## src/rtl/maze_job_sched.sv

```systemverilog
// Round-robin job scheduler in front of the 15x15 maze solver.
// Grants one requester at a time and streams its maze bits into the solver.
// It then watches the solver's path output, measures the path length and
// reports a one-cycle done pulse with a status code.
module maze_job_sched #(
  parameter  int NREQ      = 2,
  parameter  int MAZE_BITS = 225,
  parameter  int TIMEOUT   = 4095,
  localparam int IDW       = (NREQ > 1) ? $clog2(NREQ) : 1
) (
  input  logic            clk,
  input  logic            rst_n,
  input  logic [NREQ-1:0] req,
  input  logic [NREQ-1:0] s_valid,
  input  logic [NREQ-1:0] s_bit,
  output logic [NREQ-1:0] gnt,
  output logic            s_ready,
  output logic            ms_in_valid,
  output logic            ms_maze,
  input  logic            ms_out_valid,
  input  logic            ms_maze_not_valid,
  input  logic [3:0]      ms_out_x,
  input  logic [3:0]      ms_out_y,
  output logic            done,
  output logic [IDW-1:0]  done_id,
  output logic [1:0]      done_status,
  output logic [7:0]      path_len,
  output logic            busy
);

  typedef enum logic [2:0] {
    S_IDLE   = 3'd0,
    S_LOAD   = 3'd1,
    S_WAIT   = 3'd2,
    S_STREAM = 3'd3,
    S_DONE   = 3'd4
  } state_t;

  localparam logic [1:0]  ST_OK      = 2'd0;
  localparam logic [1:0]  ST_NOPATH  = 2'd1;
  localparam logic [1:0]  ST_TIMEOUT = 2'd2;
  localparam logic [1:0]  ST_PATHERR = 2'd3;
  localparam logic [7:0]  BIT_LAST   = 8'(MAZE_BITS - 1);
  localparam logic [11:0] TMO_LAST   = 12'(TIMEOUT - 1);

  state_t          state_r, state_nxt_s;
  logic [IDW-1:0]  gid_r, rr_ptr_r, pick_s, rr_nxt_s;
  logic            pick_vld_s, start_s, accept_s, out_hit_s;
  logic [NREQ-1:0] gnt_r;
  logic [7:0]      bit_cnt_r, plen_cnt_r, path_len_r;
  logic [11:0]     tmo_cnt_r;
  logic [3:0]      last_x_r, last_y_r;
  logic            nopath_r;
  logic            ms_in_valid_r, ms_maze_r;
  logic            done_r, busy_r;
  logic [IDW-1:0]  done_id_r;
  logic [1:0]      done_status_r, status_s;

  // Round-robin pick: first set req bit at or after rr_ptr, wrapping around.
  always_comb begin : arb_comb
    int idx;
    idx        = 0;
    pick_vld_s = 1'b0;
    pick_s     = {IDW{1'b0}};
    for (int i = 0; i < NREQ; i++) begin
      idx = int'(rr_ptr_r) + i;
      if (idx >= NREQ) begin
        idx = idx - NREQ;
      end else begin
        idx = idx;
      end
      if (!pick_vld_s && req[IDW'(idx)]) begin
        pick_vld_s = 1'b1;
        pick_s     = IDW'(idx);
      end else begin
        pick_vld_s = pick_vld_s;
      end
    end
  end

  // Handshake qualifiers and the status a job would finish with right now.
  always_comb begin
    start_s   = (state_r == S_IDLE) && pick_vld_s;
    accept_s  = (state_r == S_LOAD) && s_valid[gid_r];
    out_hit_s = ((state_r == S_WAIT) || (state_r == S_STREAM)) && ms_out_valid;
    rr_nxt_s  = (gid_r == IDW'(NREQ - 1)) ? {IDW{1'b0}} : gid_r + IDW'(1);
    if (state_r == S_WAIT) begin
      status_s = ST_TIMEOUT;
    end else if (nopath_r) begin
      status_s = ST_NOPATH;
    end else if ((last_x_r != 4'd1) || (last_y_r != 4'd1)) begin
      status_s = ST_PATHERR;
    end else begin
      status_s = ST_OK;
    end
  end

  // Next-state logic of the job sequencer.
  always_comb begin
    state_nxt_s = state_r;
    case (state_r)
      S_IDLE: begin
        if (pick_vld_s) state_nxt_s = S_LOAD;
        else            state_nxt_s = S_IDLE;
      end
      S_LOAD: begin
        if (accept_s && (bit_cnt_r == BIT_LAST)) state_nxt_s = S_WAIT;
        else                                     state_nxt_s = S_LOAD;
      end
      S_WAIT: begin
        if (ms_out_valid)                state_nxt_s = S_STREAM;
        else if (tmo_cnt_r == TMO_LAST)  state_nxt_s = S_DONE;
        else                             state_nxt_s = S_WAIT;
      end
      S_STREAM: begin
        if (!ms_out_valid) state_nxt_s = S_DONE;
        else               state_nxt_s = S_STREAM;
      end
      S_DONE:  state_nxt_s = S_IDLE;
      default: state_nxt_s = S_IDLE;
    endcase
  end

  // Sequencer state register.
  always_ff @(posedge clk or negedge rst_n) begin
    if (!rst_n) state_r <= S_IDLE;
    else        state_r <= state_nxt_s;
  end

  // Job ownership: grant captured at arbitration, released after DONE.
  always_ff @(posedge clk or negedge rst_n) begin
    if (!rst_n) begin
      gid_r    <= {IDW{1'b0}};
      gnt_r    <= {NREQ{1'b0}};
      rr_ptr_r <= {IDW{1'b0}};
    end else if (start_s) begin
      gid_r <= pick_s;
      gnt_r <= {{(NREQ-1){1'b0}}, 1'b1} << pick_s;
    end else if (state_r == S_DONE) begin
      gnt_r    <= {NREQ{1'b0}};
      rr_ptr_r <= rr_nxt_s;
    end
  end

  // Maze bit path into the solver, one cycle behind acceptance.
  always_ff @(posedge clk or negedge rst_n) begin
    if (!rst_n) begin
      bit_cnt_r     <= 8'd0;
      ms_in_valid_r <= 1'b0;
      ms_maze_r     <= 1'b0;
    end else begin
      ms_in_valid_r <= accept_s;
      ms_maze_r     <= accept_s ? s_bit[gid_r] : 1'b0;
      if (start_s)       bit_cnt_r <= 8'd0;
      else if (accept_s) bit_cnt_r <= bit_cnt_r + 8'd1;
    end
  end

  // Solver output monitor: timeout, path length, last coordinate, no-path flag.
  always_ff @(posedge clk or negedge rst_n) begin
    if (!rst_n) begin
      tmo_cnt_r  <= 12'd0;
      plen_cnt_r <= 8'd0;
      last_x_r   <= 4'd0;
      last_y_r   <= 4'd0;
      nopath_r   <= 1'b0;
    end else if (start_s) begin
      tmo_cnt_r  <= 12'd0;
      plen_cnt_r <= 8'd0;
      last_x_r   <= 4'd0;
      last_y_r   <= 4'd0;
      nopath_r   <= 1'b0;
    end else begin
      if ((state_r == S_WAIT) && !ms_out_valid) tmo_cnt_r <= tmo_cnt_r + 12'd1;
      if (out_hit_s) begin
        if (plen_cnt_r != 8'hFF) plen_cnt_r <= plen_cnt_r + 8'd1;
        last_x_r <= ms_out_x;
        last_y_r <= ms_out_y;
        nopath_r <= nopath_r | ms_maze_not_valid;
      end
    end
  end

  // Result registers: done pulse plus status/length held until the next job ends.
  always_ff @(posedge clk or negedge rst_n) begin
    if (!rst_n) begin
      done_r        <= 1'b0;
      done_id_r     <= {IDW{1'b0}};
      done_status_r <= 2'd0;
      path_len_r    <= 8'd0;
      busy_r        <= 1'b0;
    end else begin
      done_r <= (state_nxt_s == S_DONE);
      busy_r <= (state_nxt_s != S_IDLE);
      if (state_nxt_s == S_DONE) begin
        done_id_r     <= gid_r;
        done_status_r <= status_s;
        path_len_r    <= plen_cnt_r;
      end
    end
  end

  assign gnt         = gnt_r;
  assign s_ready     = accept_s;
  assign ms_in_valid = ms_in_valid_r;
  assign ms_maze     = ms_maze_r;
  assign done        = done_r;
  assign done_id     = done_id_r;
  assign done_status = done_status_r;
  assign path_len    = path_len_r;
  assign busy        = busy_r;

endmodule

```

## config.mk

```make
export PLATFORM = sky130hd
export DESIGN_NAME = maze_job_sched
export DESIGN_NICKNAME = d
export VERILOG_FILES = /design/src/rtl/maze_job_sched.sv
export SDC_FILE = /design/constraint.sdc
export NUM_CORES = 1
export LEC_CHECK = 0
export CAP_MARGIN = 20
export CORE_AREA = 3 3 80 82
export DETAILED_ROUTE_END_ITERATION = 16
export DIE_AREA = 0 0 83 85
export PLACE_DENSITY = 0.79
export SLEW_MARGIN = 10
export SYNTH_ARGS = -nofsm -noshare
export SYNTH_HDL_FRONTEND = slang
export SYNTH_SLANG_ARGS = --single-unit
```

## constraint.sdc

```tcl
create_clock -name clk -period 1.79 [get_ports clk]
set_input_delay 0.179 -clock clk [delete_from_list [all_inputs] [get_ports clk]]
set_output_delay 0.179 -clock clk [all_outputs]
set_load 0.1 [all_outputs]
```

==> metrics.yaml, run 1 <==
grt_max_degree: 60
ys_types: 47
die-area_sq_um: 7060
power_mw: 3.14
syn_inst: 269
htreeDepth: 3
clock-sinks: 59
drive_gt1_frac: 0.275
port-buffer-count: 34
diodes: 0
fin_worst_skew_ps: 7.22
post_drt_via_cell_ratio: 5.40
synth_nets: 292
seq_area_frac_synth: 0.530
hp-class: "in2async"
setup_viol: 0
wl_um: 6120
drtPass1Iterations: 4
utilization: 0.635
max-slew-margin-rel: 0.616
cts_tree: "yes"
period_needed_ps: 1720
synth_warnings: 0
cp_max_fo: 4
initial_core_util: 0.479
insertion_delay_ps: 340
dieWidth_um: 83
status: "finished clean"
coreArea_sq_um: 5820
required_ps: 1610
grt_pass1_vias: 2335
drv_cap: 0
p_per_area_nw_per_um2: 850
fp-row-count: 28
syn_area_sq_um: 2780
placement.cell_area_sq_um: 3370
drtIter0Drc: 135
crit_type: "reg2out"
ys_async_sr_fraction: 1.00
post-route-period-util: 0.962
antenna_found_initial: 0
gp_congestion: 0.827
yosys_most_used_dff: "dfrtp_1"
hold_viol: 0
synth_edf_count: 0
fin_nets: 363
grt_usage: 0.188
die_y_um: 85
synth-seq-cells: 59
worst_slew_pin_slew_ps: 570
grt_overflow: 0
holdWs_ps: 371
finalMaxSlewViolations: 0
antenna_left: 0
cp-end-kind: "primary output"
startpoint_type: "flip-flop"
area_growth_pct: 32.6
routed-via-count: 2270
max_stage_delay_ps: 400
crit_slowest_cell: "dfrtp_1"
syn_avg_cell_area_sq_um: 10.3
drc: 0
p_leak_nw: 1.68
cts.root.buffer_cell: "clkbuf_8"
io_pins: 36
post-dp-hpwl_um: 4120
wl_per_cell_um: 14.6
stdcell_area_sq_um: 3690
worstPathCellList: "mux2_4, nand2_2, buf_6, clkinvlp_4, buf_12"
cts_inserted_buffers: 9
max_clock_freq_mhz: 580
clock_path_buffers: 2
crit_arrival_ps: 1540
vdd_drop_max_uv: 580
clkSlewWorstSetupHoldPaths_ps: 70
grt_pass1_wl_um: 10600
## cell usage after synthesis, types with 6 or more instances
cell type / count / share of area
o31ai_1: 7 / 0.019
nand3_1: 6 / 0.011
o211ai_1: 7 / 0.019
or3_1: 6 / 0.013
nor2_1: 19 / 0.026
or4_1: 6 / 0.016
a21oi_1: 20 / 0.036
inv_1: 12 / 0.016
mux2_2: 10 / 0.040
nand2_1: 34 / 0.046
dfrtp_1: 59 / 0.53
xor2_1: 7 / 0.022
o21ai_0: 17 / 0.031
## critical path, delay by kind of cell (launching register included)
family                 cells  cell delay, ps
flip-flops                 1             400
multiplexers               1             330
AND/OR/NAND/NOR            1              90
buffers and inverters      3             380
## flip-flops by register name, indices dropped and copies added, names as in the netlist
name         flops
tmo_cnt_r       12
bit_cnt_r        8
path_len         8
plen_cnt_r       8
last_x_r         4
last_y_r         4
state_r          3
done_status      2
gnt              2
busy             1
done             1
done_id          1
gid_r            1
ms_in_valid      1
ms_maze          1
nopath_r         1
rr_ptr_r         1
## stage by stage
| step | cells | worst slack, ps | TNS, ps |
|---|---|---|---|
| finish | 420 | 67.2 | 0 |
| global route | 420 | -9.92 | -9.92 |
| CTS | 415 | 12.5 | 0 |
| detailed placement | 396 | -122 | -878 |
| global placement | 396 | -68.0 | -232 |
| floorplan | 269 | 20.6 | 0 |
## per-layer routing
layer | part of all wire | track usage | vias up
met5 | 0 | 0 | -
li1 | - | - | 1107
met1 | 0.43 | 0.229 | 1093
met4 | 0.027 | 0.0773 | 0
met3 | 0.044 | 0.0689 | 17
met2 | 0.50 | 0.302 | 53
## repair_timing
action,4_1_cts,5_1_grt
endpoints found under the setup margin,6,20
hold buffers,1,0
pin swaps,1,1
setup buffers,2,5
endpoints found under the hold margin,59,0
resized for setup,2,7
## placed cells by master (no fill, tap or decap), types with 9 or more instances in the layout
master and count:
clkdlybuf4s50_1 15, o21ai_0 17, nand2_1 33, buf_4 49
inv_1 11, mux2_2 9, nor2_1 19, a21oi_1 20
clkbuf_8 10, dfrtp_1 56
## final timing paths
kind,from,end,slack (ps),cells past startpoint
max in group asynchronous,rst_n,state_r[1]$_DFF_PN0_,1140,3
max,gid_r$_DFFE_PN0N_,s_ready,70,5
min,rst_n,bit_cnt_r[7]$_DFFE_PN0P_,370,3
min reg2reg,path_len[2]$_DFFE_PN0N_,path_len[2]$_DFFE_PN0N_,500,1
min in group clk,ms_out_y[3],last_y_r[3]$_DFFE_PN0P_,380,3
max reg2reg,tmo_cnt_r[0]$_DFFE_PN0P_,busy$_DFF_PN0_,80,6
## power breakdown
group | internal (mW) | total, mW | leakage [nW] | switching, mW
combinational | 0.140 | 0.304 | 0.792 | 0.164
sequential | 1.40 | 1.48 | 0.782 | 0.0766
clock | 0.820 | 1.36 | 0.108 | 0.538
## cells by family after synthesis
| family | synth area share |
|---|---|
| adders and majority gates | 0.0225 |
| buffers and inverters | 0.0324 |
| and+or+nand+nor | 0.200 |
| DFF | 0.530 |
| AOI/OAI and AO/OA | 0.132 |
| muxes | 0.0553 |
| xor gates and xnor gates | 0.0283 |
## final cells by class
cell class              instances  area, sq um
clock buffers                  10          138
flip-flops and latches         59         1480
fillers                       498         2120
clock inverters                 6         88.8
well taps                      75         93.8
multi-input cells             189         1260
repair buffers                 69          584
inverters                      12         48.8
(Power assumes the default switching activity.)
==> run 2: changes to the inputs <==
- PLACE_DENSITY: 0.79 -> 0.73
==> run 2 against run 1 <==
Net effect:
- clock power shrank 29%
- via count shrank 1.1%
- sequential share of layout area increased by 0.68 points
- non-clock buffer count grew 1
- utilization decreased by 1.2 points
- maximum frequency is 0.47% lower
- clock skew grew 2.2 ps
- combinational power shrank 2%
- critical path type is now reg2reg
- critical endpoint is now busy$_DFF_PN0_
- largest cell class unchanged
==> metrics.yaml, run 2 (synthesis gave the netlist of run 1 again) <==
coreArea_sq_um: 5820  # unchanged
grt_usage: 0.182  # was 0.188
dieWidth_um: 83  # unchanged
insertion_delay_ps: 340  # about the same
holdWs_ps: 358  # was 371 ps
placed_cells: 399  # was 396
max_stage_delay_ps: 490  # was 400 ps
drv_cap: 0  # unchanged
io_pins: 36  # unchanged
status: "finished clean"  # unchanged
required_ps: 1980  # was 1610 ps
post_drt_via_cell_ratio: 5.36  # was 5.40
max-slew-margin-rel: 0.649  # was 0.616
htreeDepth: 3  # unchanged
drive_gt1_frac: 0.262  # was 0.275
routed-via-count: 2246  # was 2270
antenna_left: 0  # unchanged
placement.cell_area_sq_um: 3400  # was 3370 sq um
hp-class: "in2async"  # unchanged
grt_pass1_vias: 2245  # was 2335
p_leak_nw: 1.67  # was 1.68 nW
clock-sinks: 59  # unchanged
clkSlewWorstSetupHoldPaths_ps: 60  # was 70 ps
diodes: 0  # unchanged
startpoint_type: "flip-flop"  # unchanged
die-area_sq_um: 7060  # unchanged
hold_viol: 0  # unchanged
setup_viol: 0  # unchanged
utilization: 0.623  # was 0.635
layout_common_cells: "dfrtp_1 (58), buf_4 (50), nand2_1 (33)"  # was dfrtp_1 (56), buf_4 (49), nand2_1 (33)
power_mw: 2.74  # was 3.14 mW
wl_per_cell_um: 14.1  # was 14.6 um
fin_worst_skew_ps: 9.38  # was 7.22 ps
drc: 0  # unchanged
area_growth_pct: 30.2  # was 32.6%
r2r-start: "tmo_cnt_r[0]$_DFFE_PN0P_"  # unchanged
antenna_found_initial: 0  # unchanged
fp-row-count: 28  # unchanged
post-route-period-util: 0.967  # was 0.962
drtIter0Drc: 118  # was 135
grt_overflow: 0  # unchanged
crit_type: "reg2reg"  # was reg2out
crit_arrival_ps: 1920  # was 1540 ps
max_clock_freq_mhz: 578  # was 580 MHz
drtPass1Iterations: 4  # unchanged
cp_max_fo: 2  # was 4
stdcell_area_sq_um: 3620  # was 3690 sq um
gp_congestion: 0.832  # was 0.827
cts.root.buffer_cell: "clkbuf_8"  # unchanged
p_per_area_nw_per_um2: 757  # was 850 nW/um^2
cts_inserted_buffers: 9  # unchanged
port-buffer-count: 34  # unchanged
worst_slew_pin_slew_ps: 524  # was 570 ps
finalMaxSlewViolations: 0  # unchanged
cts_tree: "yes"  # unchanged
worstPathCellList: "inv_1, ha_1, nand3_1, nor3_4, buf_4, nor2_1, or4_1"  # was mux2_4, nand2_2, buf_6, clkinvlp_4, buf_12
cp-end-kind: "flip-flop"  # was primary output
layoutNonFillerInstCount: 419  # was 420
grt_max_degree: 39  # was 60
r2r_slack_ps: 60  # was 80 ps
period_needed_ps: 1730  # was 1720 ps
critPathLaunch: "tmo_cnt_r[0]$_DFFE_PN0P_"  # was gid_r$_DFFE_PN0N_
rsz0062_at_grt: "true"
crit_slowest_cell: "or4_1"  # was dfrtp_1
vdd_drop_max_uv: 530  # was 580 uV
largest_register: "tmo_cnt_r"  # unchanged
initial_core_util: 0.479  # unchanged
grt_pass1_wl_um: 10300  # was 10600 um
largest_register_ffs: 12  # unchanged
final_common_cell: "dfrtp_1"  # unchanged
die_y_um: 85  # unchanged
clock_path_buffers: 2  # unchanged
wl_um: 5890  # was 6120 um
post-dp-hpwl_um: 4160  # was 4120 um
fin_nets: 364  # was 363
[run 2: per-layer routing]
metal,routed length (um),vias to the layer above,track usage
met4,127,0,0.0892
li1,-,1111,-
met2,2770,44,0.290
met1,2780,1079,0.236
met3,207,12,0.0427
met5,0,-,0
[run 2: critical path: cells and delay by family, from the launching register on]
kind / cells / cell delay, ps
flops: 1 / 370
simple gates: 4 / 860
fa+ha+maj: 1 / 150
buf+inv: 2 / 210
[run 2: worst paths after layout]
kind / depth (start not counted) / end
setup / recovery: 7 / busy$_DFF_PN0_
hold / removal: 2 / bit_cnt_r[0]$_DFFE_PN0P_
setup reg to reg: 7 / busy$_DFF_PN0_
hold reg to reg: 1 / path_len[2]$_DFFE_PN0N_
max in group asynchronous: 3 / state_r[2]$_DFF_PN0_
min in group clk: 3 / last_y_r[1]$_DFFE_PN0P_
[run 2: per-stage QoR]
step           setup WS (ps)  setup TNS (ps)
2_1_floorplan           20.6               0
4_1_cts                 14.7               0
5_1_grt                -19.5           -33.1
6_report                59.0               0
3_3_place_gp           -64.5            -883
3_5_place_dp            -112           -1800
[run 2: timing repair]
item                       4_1_cts  5_1_grt
resized for setup                1        4
hold endpoints to repair        21        0
setup endpoints to repair        1       13
buffers inserted                 2        3
hold buffers                     1        0
pin swaps                        1        1
[run 2: power breakdown]
| part | switching (mW) | internal, mW | total [mW] |
|---|---|---|---|
| Clock | 0.493 | 0.476 | 0.969 |
| Combinational | 0.159 | 0.139 | 0.298 |
| Sequential | 0.0766 | 1.40 | 1.48 |
[run 2: cell type report]
cell class / instances / area (sq um)
timing repair buffer: 70 / 601
clock inverter: 4 / 20.0
sequential: 59 / 1480
multi-input combinational: 189 / 1260
inverter: 12 / 48.8
clock buffer: 10 / 128
tap: 75 / 93.8
fill: 513 / 2190
==> run 3: changes to the inputs <==
- CORE_AREA: 3 3 80 82 -> 3 3 78 80
- CTS_BUF_LIST: default -> sky130_fd_sc_hd__clkbuf_8
- DIE_AREA: 0 0 83 85 -> 0 0 81 83
- PLACE_DENSITY: 0.73 -> 0.76
- REMOVE_ABC_BUFFERS: default -> 1
==> run 3 against run 2 <==
Net effect:
- final area up 1.1%
- sequential share of layout area shrank 0.36 points
- critical path depth did not move
- die area down 4.7%
- critical endpoint unchanged
- highest routed layer unchanged
==> metrics.yaml, run 3 (synthesis gave the netlist of run 1 again) <==
holdWs_ps: 371  # was 358 ps
stdcell_area_sq_um: 3660  # was 3620 sq um
port-buffer-count: 34  # unchanged
hold_viol: 0  # unchanged
clock_path_buffers: 2  # unchanged
setup_viol: 0  # unchanged
final_common_cell: "dfrtp_1"  # unchanged
drtIter0Drc: 55  # was 118
required_ps: 1990  # was 1980 ps
fin_nets: 364  # unchanged
largest_register: "tmo_cnt_r"  # unchanged
antenna_found_initial: 0  # unchanged
htreeDepth: 3  # unchanged
fin_tns_setup_ps: 0  # unchanged
die_y_um: 83  # was 85 um
die-area_sq_um: 6720  # was 7060 sq um
fin_worst_skew_ps: 6.32  # was 9.38 ps
insertion_delay_ps: 340  # about the same
grt_usage: 0.202  # was 0.182
critPathLaunch: "tmo_cnt_r[0]$_DFFE_PN0P_"  # unchanged
wl_per_cell_um: 14.7  # was 14.1 um
r2r-start: "tmo_cnt_r[0]$_DFFE_PN0P_"  # unchanged
cp-end-kind: "flip-flop"  # unchanged
drtPass1Iterations: 4  # unchanged
grt_pass1_vias: 2312  # was 2245
p_per_area_nw_per_um2: 781  # was 757 nW/um^2
io_pins: 36  # unchanged
grt_overflow: 0  # unchanged
power_mw: 2.86  # was 2.74 mW
post-route-period-util: 0.971  # was 0.967
coreArea_sq_um: 5470  # was 5820 sq um
clkSlewWorstSetupHoldPaths_ps: 70  # was 60 ps
antenna_left: 0  # unchanged
pwr-share-clk: 0.381  # was 0.353
finalMaxSlewViolations: 0  # unchanged
grt_max_degree: 60  # was 39
worstPathCellList: "inv_1, ha_2, nand3_2, nor3_4, buf_4, nor2_1, or4_1"  # was inv_1, ha_1, nand3_1, nor3_4, buf_4, nor2_1, or4_1
fp-row-count: 27  # was 28
layout_setup_ws_ps: 51.6  # was 59.0 ps
post_drt_via_cell_ratio: 5.39  # was 5.36
max_clock_freq_mhz: 575  # was 578 MHz
p_leak_nw: 1.68  # was 1.67 nW
placed_cells: 394  # was 399
cts.root.buffer_cell: "clkbuf_8"  # unchanged
comb_power_share: 0.102  # was 0.109
crit_arrival_ps: 1940  # was 1920 ps
swShare: 0.266  # about the same
period_needed_ps: 1740  # was 1730 ps
layoutNonFillerInstCount: 418  # was 419
utilization: 0.669  # was 0.623
placement.cell_area_sq_um: 3380  # was 3400 sq um
dieWidth_um: 81  # was 83 um
layout_common_cells: "dfrtp_1 (56), buf_4 (49), nand2_1 (34)"  # was dfrtp_1 (58), buf_4 (50), nand2_1 (33)
drc: 0  # unchanged
vdd_drop_max_uv: 493  # was 530 uV
worst_slew_pin_slew_ps: 534  # was 524 ps
p_int_mw: 2.10  # was 2.02 mW
cts_tree: "yes"  # unchanged
grt_pass1_wl_um: 10500  # was 10300 um
ff2ff_path_depth: 7  # unchanged
crit_type: "reg2reg"  # unchanged
clock-sinks: 59  # unchanged
cts_inserted_buffers: 9  # unchanged
wl_um: 6130  # was 5890 um
max_stage_delay_ps: 410  # was 490 ps
largest_register_ffs: 12  # unchanged
hp-class: "in2async"  # unchanged
seq_power_share: 0.517  # was 0.538
post-dp-hpwl_um: 4080  # was 4160 um
drive_gt1_frac: 0.280  # was 0.262
p_switching_mw: 0.760  # was 0.729 mW
initial_core_util: 0.509  # was 0.479
routed-via-count: 2253  # was 2246
gp_congestion: 0.797  # was 0.832
area_growth_pct: 31.6  # was 30.2%
cp_max_fo: 3  # was 2
startpoint_type: "flip-flop"  # unchanged
drv_cap: 0  # unchanged
status: "finished clean"  # unchanged
diodes: 0  # unchanged
crit_slowest_cell: "or4_1"  # unchanged
place_ws_ps: -113  # was -112 ps
max-slew-margin-rel: 0.641  # was 0.649
[run 3: final timing paths]
| path | end | slack (ps) |
|---|---|---|
| min in group clk | last_y_r[3]$_DFFE_PN0P_ | 380 |
| min | tmo_cnt_r[8]$_DFFE_PN0P_ | 370 |
| min reg2reg | path_len[2]$_DFFE_PN0N_ | 500 |
| max in group asynchronous | state_r[1]$_DFF_PN0_ | 1130 |
| max | busy$_DFF_PN0_ | 50 |
| max reg2reg | busy$_DFF_PN0_ | 50 |
[run 3: power by group through the flow]
stage	registers, mW	clock network (mW)	logic (mW)
CTS	1.48	1.11	0.296
detailed placement	1.50	0	0.293
finish	1.48	1.09	0.293
global route	1.49	1.18	0.339
global placement	1.49	0	0.279
floorplan	1.50	0	0.160
[run 3: worst max-delay path: cells and delay by family, from the launching register on]
kind,cells,cell delay [ps]
buffers and inverters,2,230
adder cells (fa/ha/maj),1,170
AND/OR/NAND/NOR,4,810
flip-flops,1,390
[run 3: metal layers]
layer  vias to the layer above  wire [um]  share of wire  track usage
met5                         -          0              0            0
met4                         0         90          0.015       0.0891
met3                         7        244          0.040       0.0564
met2                        36       2970           0.48        0.307
met1                      1098       2820           0.46        0.267
li1                       1112          -              -            -
[run 3: what timing repair did]
item,CTS,global route
endpoints found under the setup margin,11,11
gates resized for setup,5,8
pin swaps,0,2
endpoints found under the hold margin,59,0
gates cloned,1,0
hold buffers,1,0
setup buffers,0,6
[run 3: layout make-up]
type,instances,area (sq um)
Multi-Input combinational cell,190,1270
Fill cell,447,1810
Timing Repair Buffer,69,593
Clock buffer,11,151
Clock inverter,5,28.8
Sequential cell,59,1480
Tap cell,72,90.1
Inverter,12,45.0
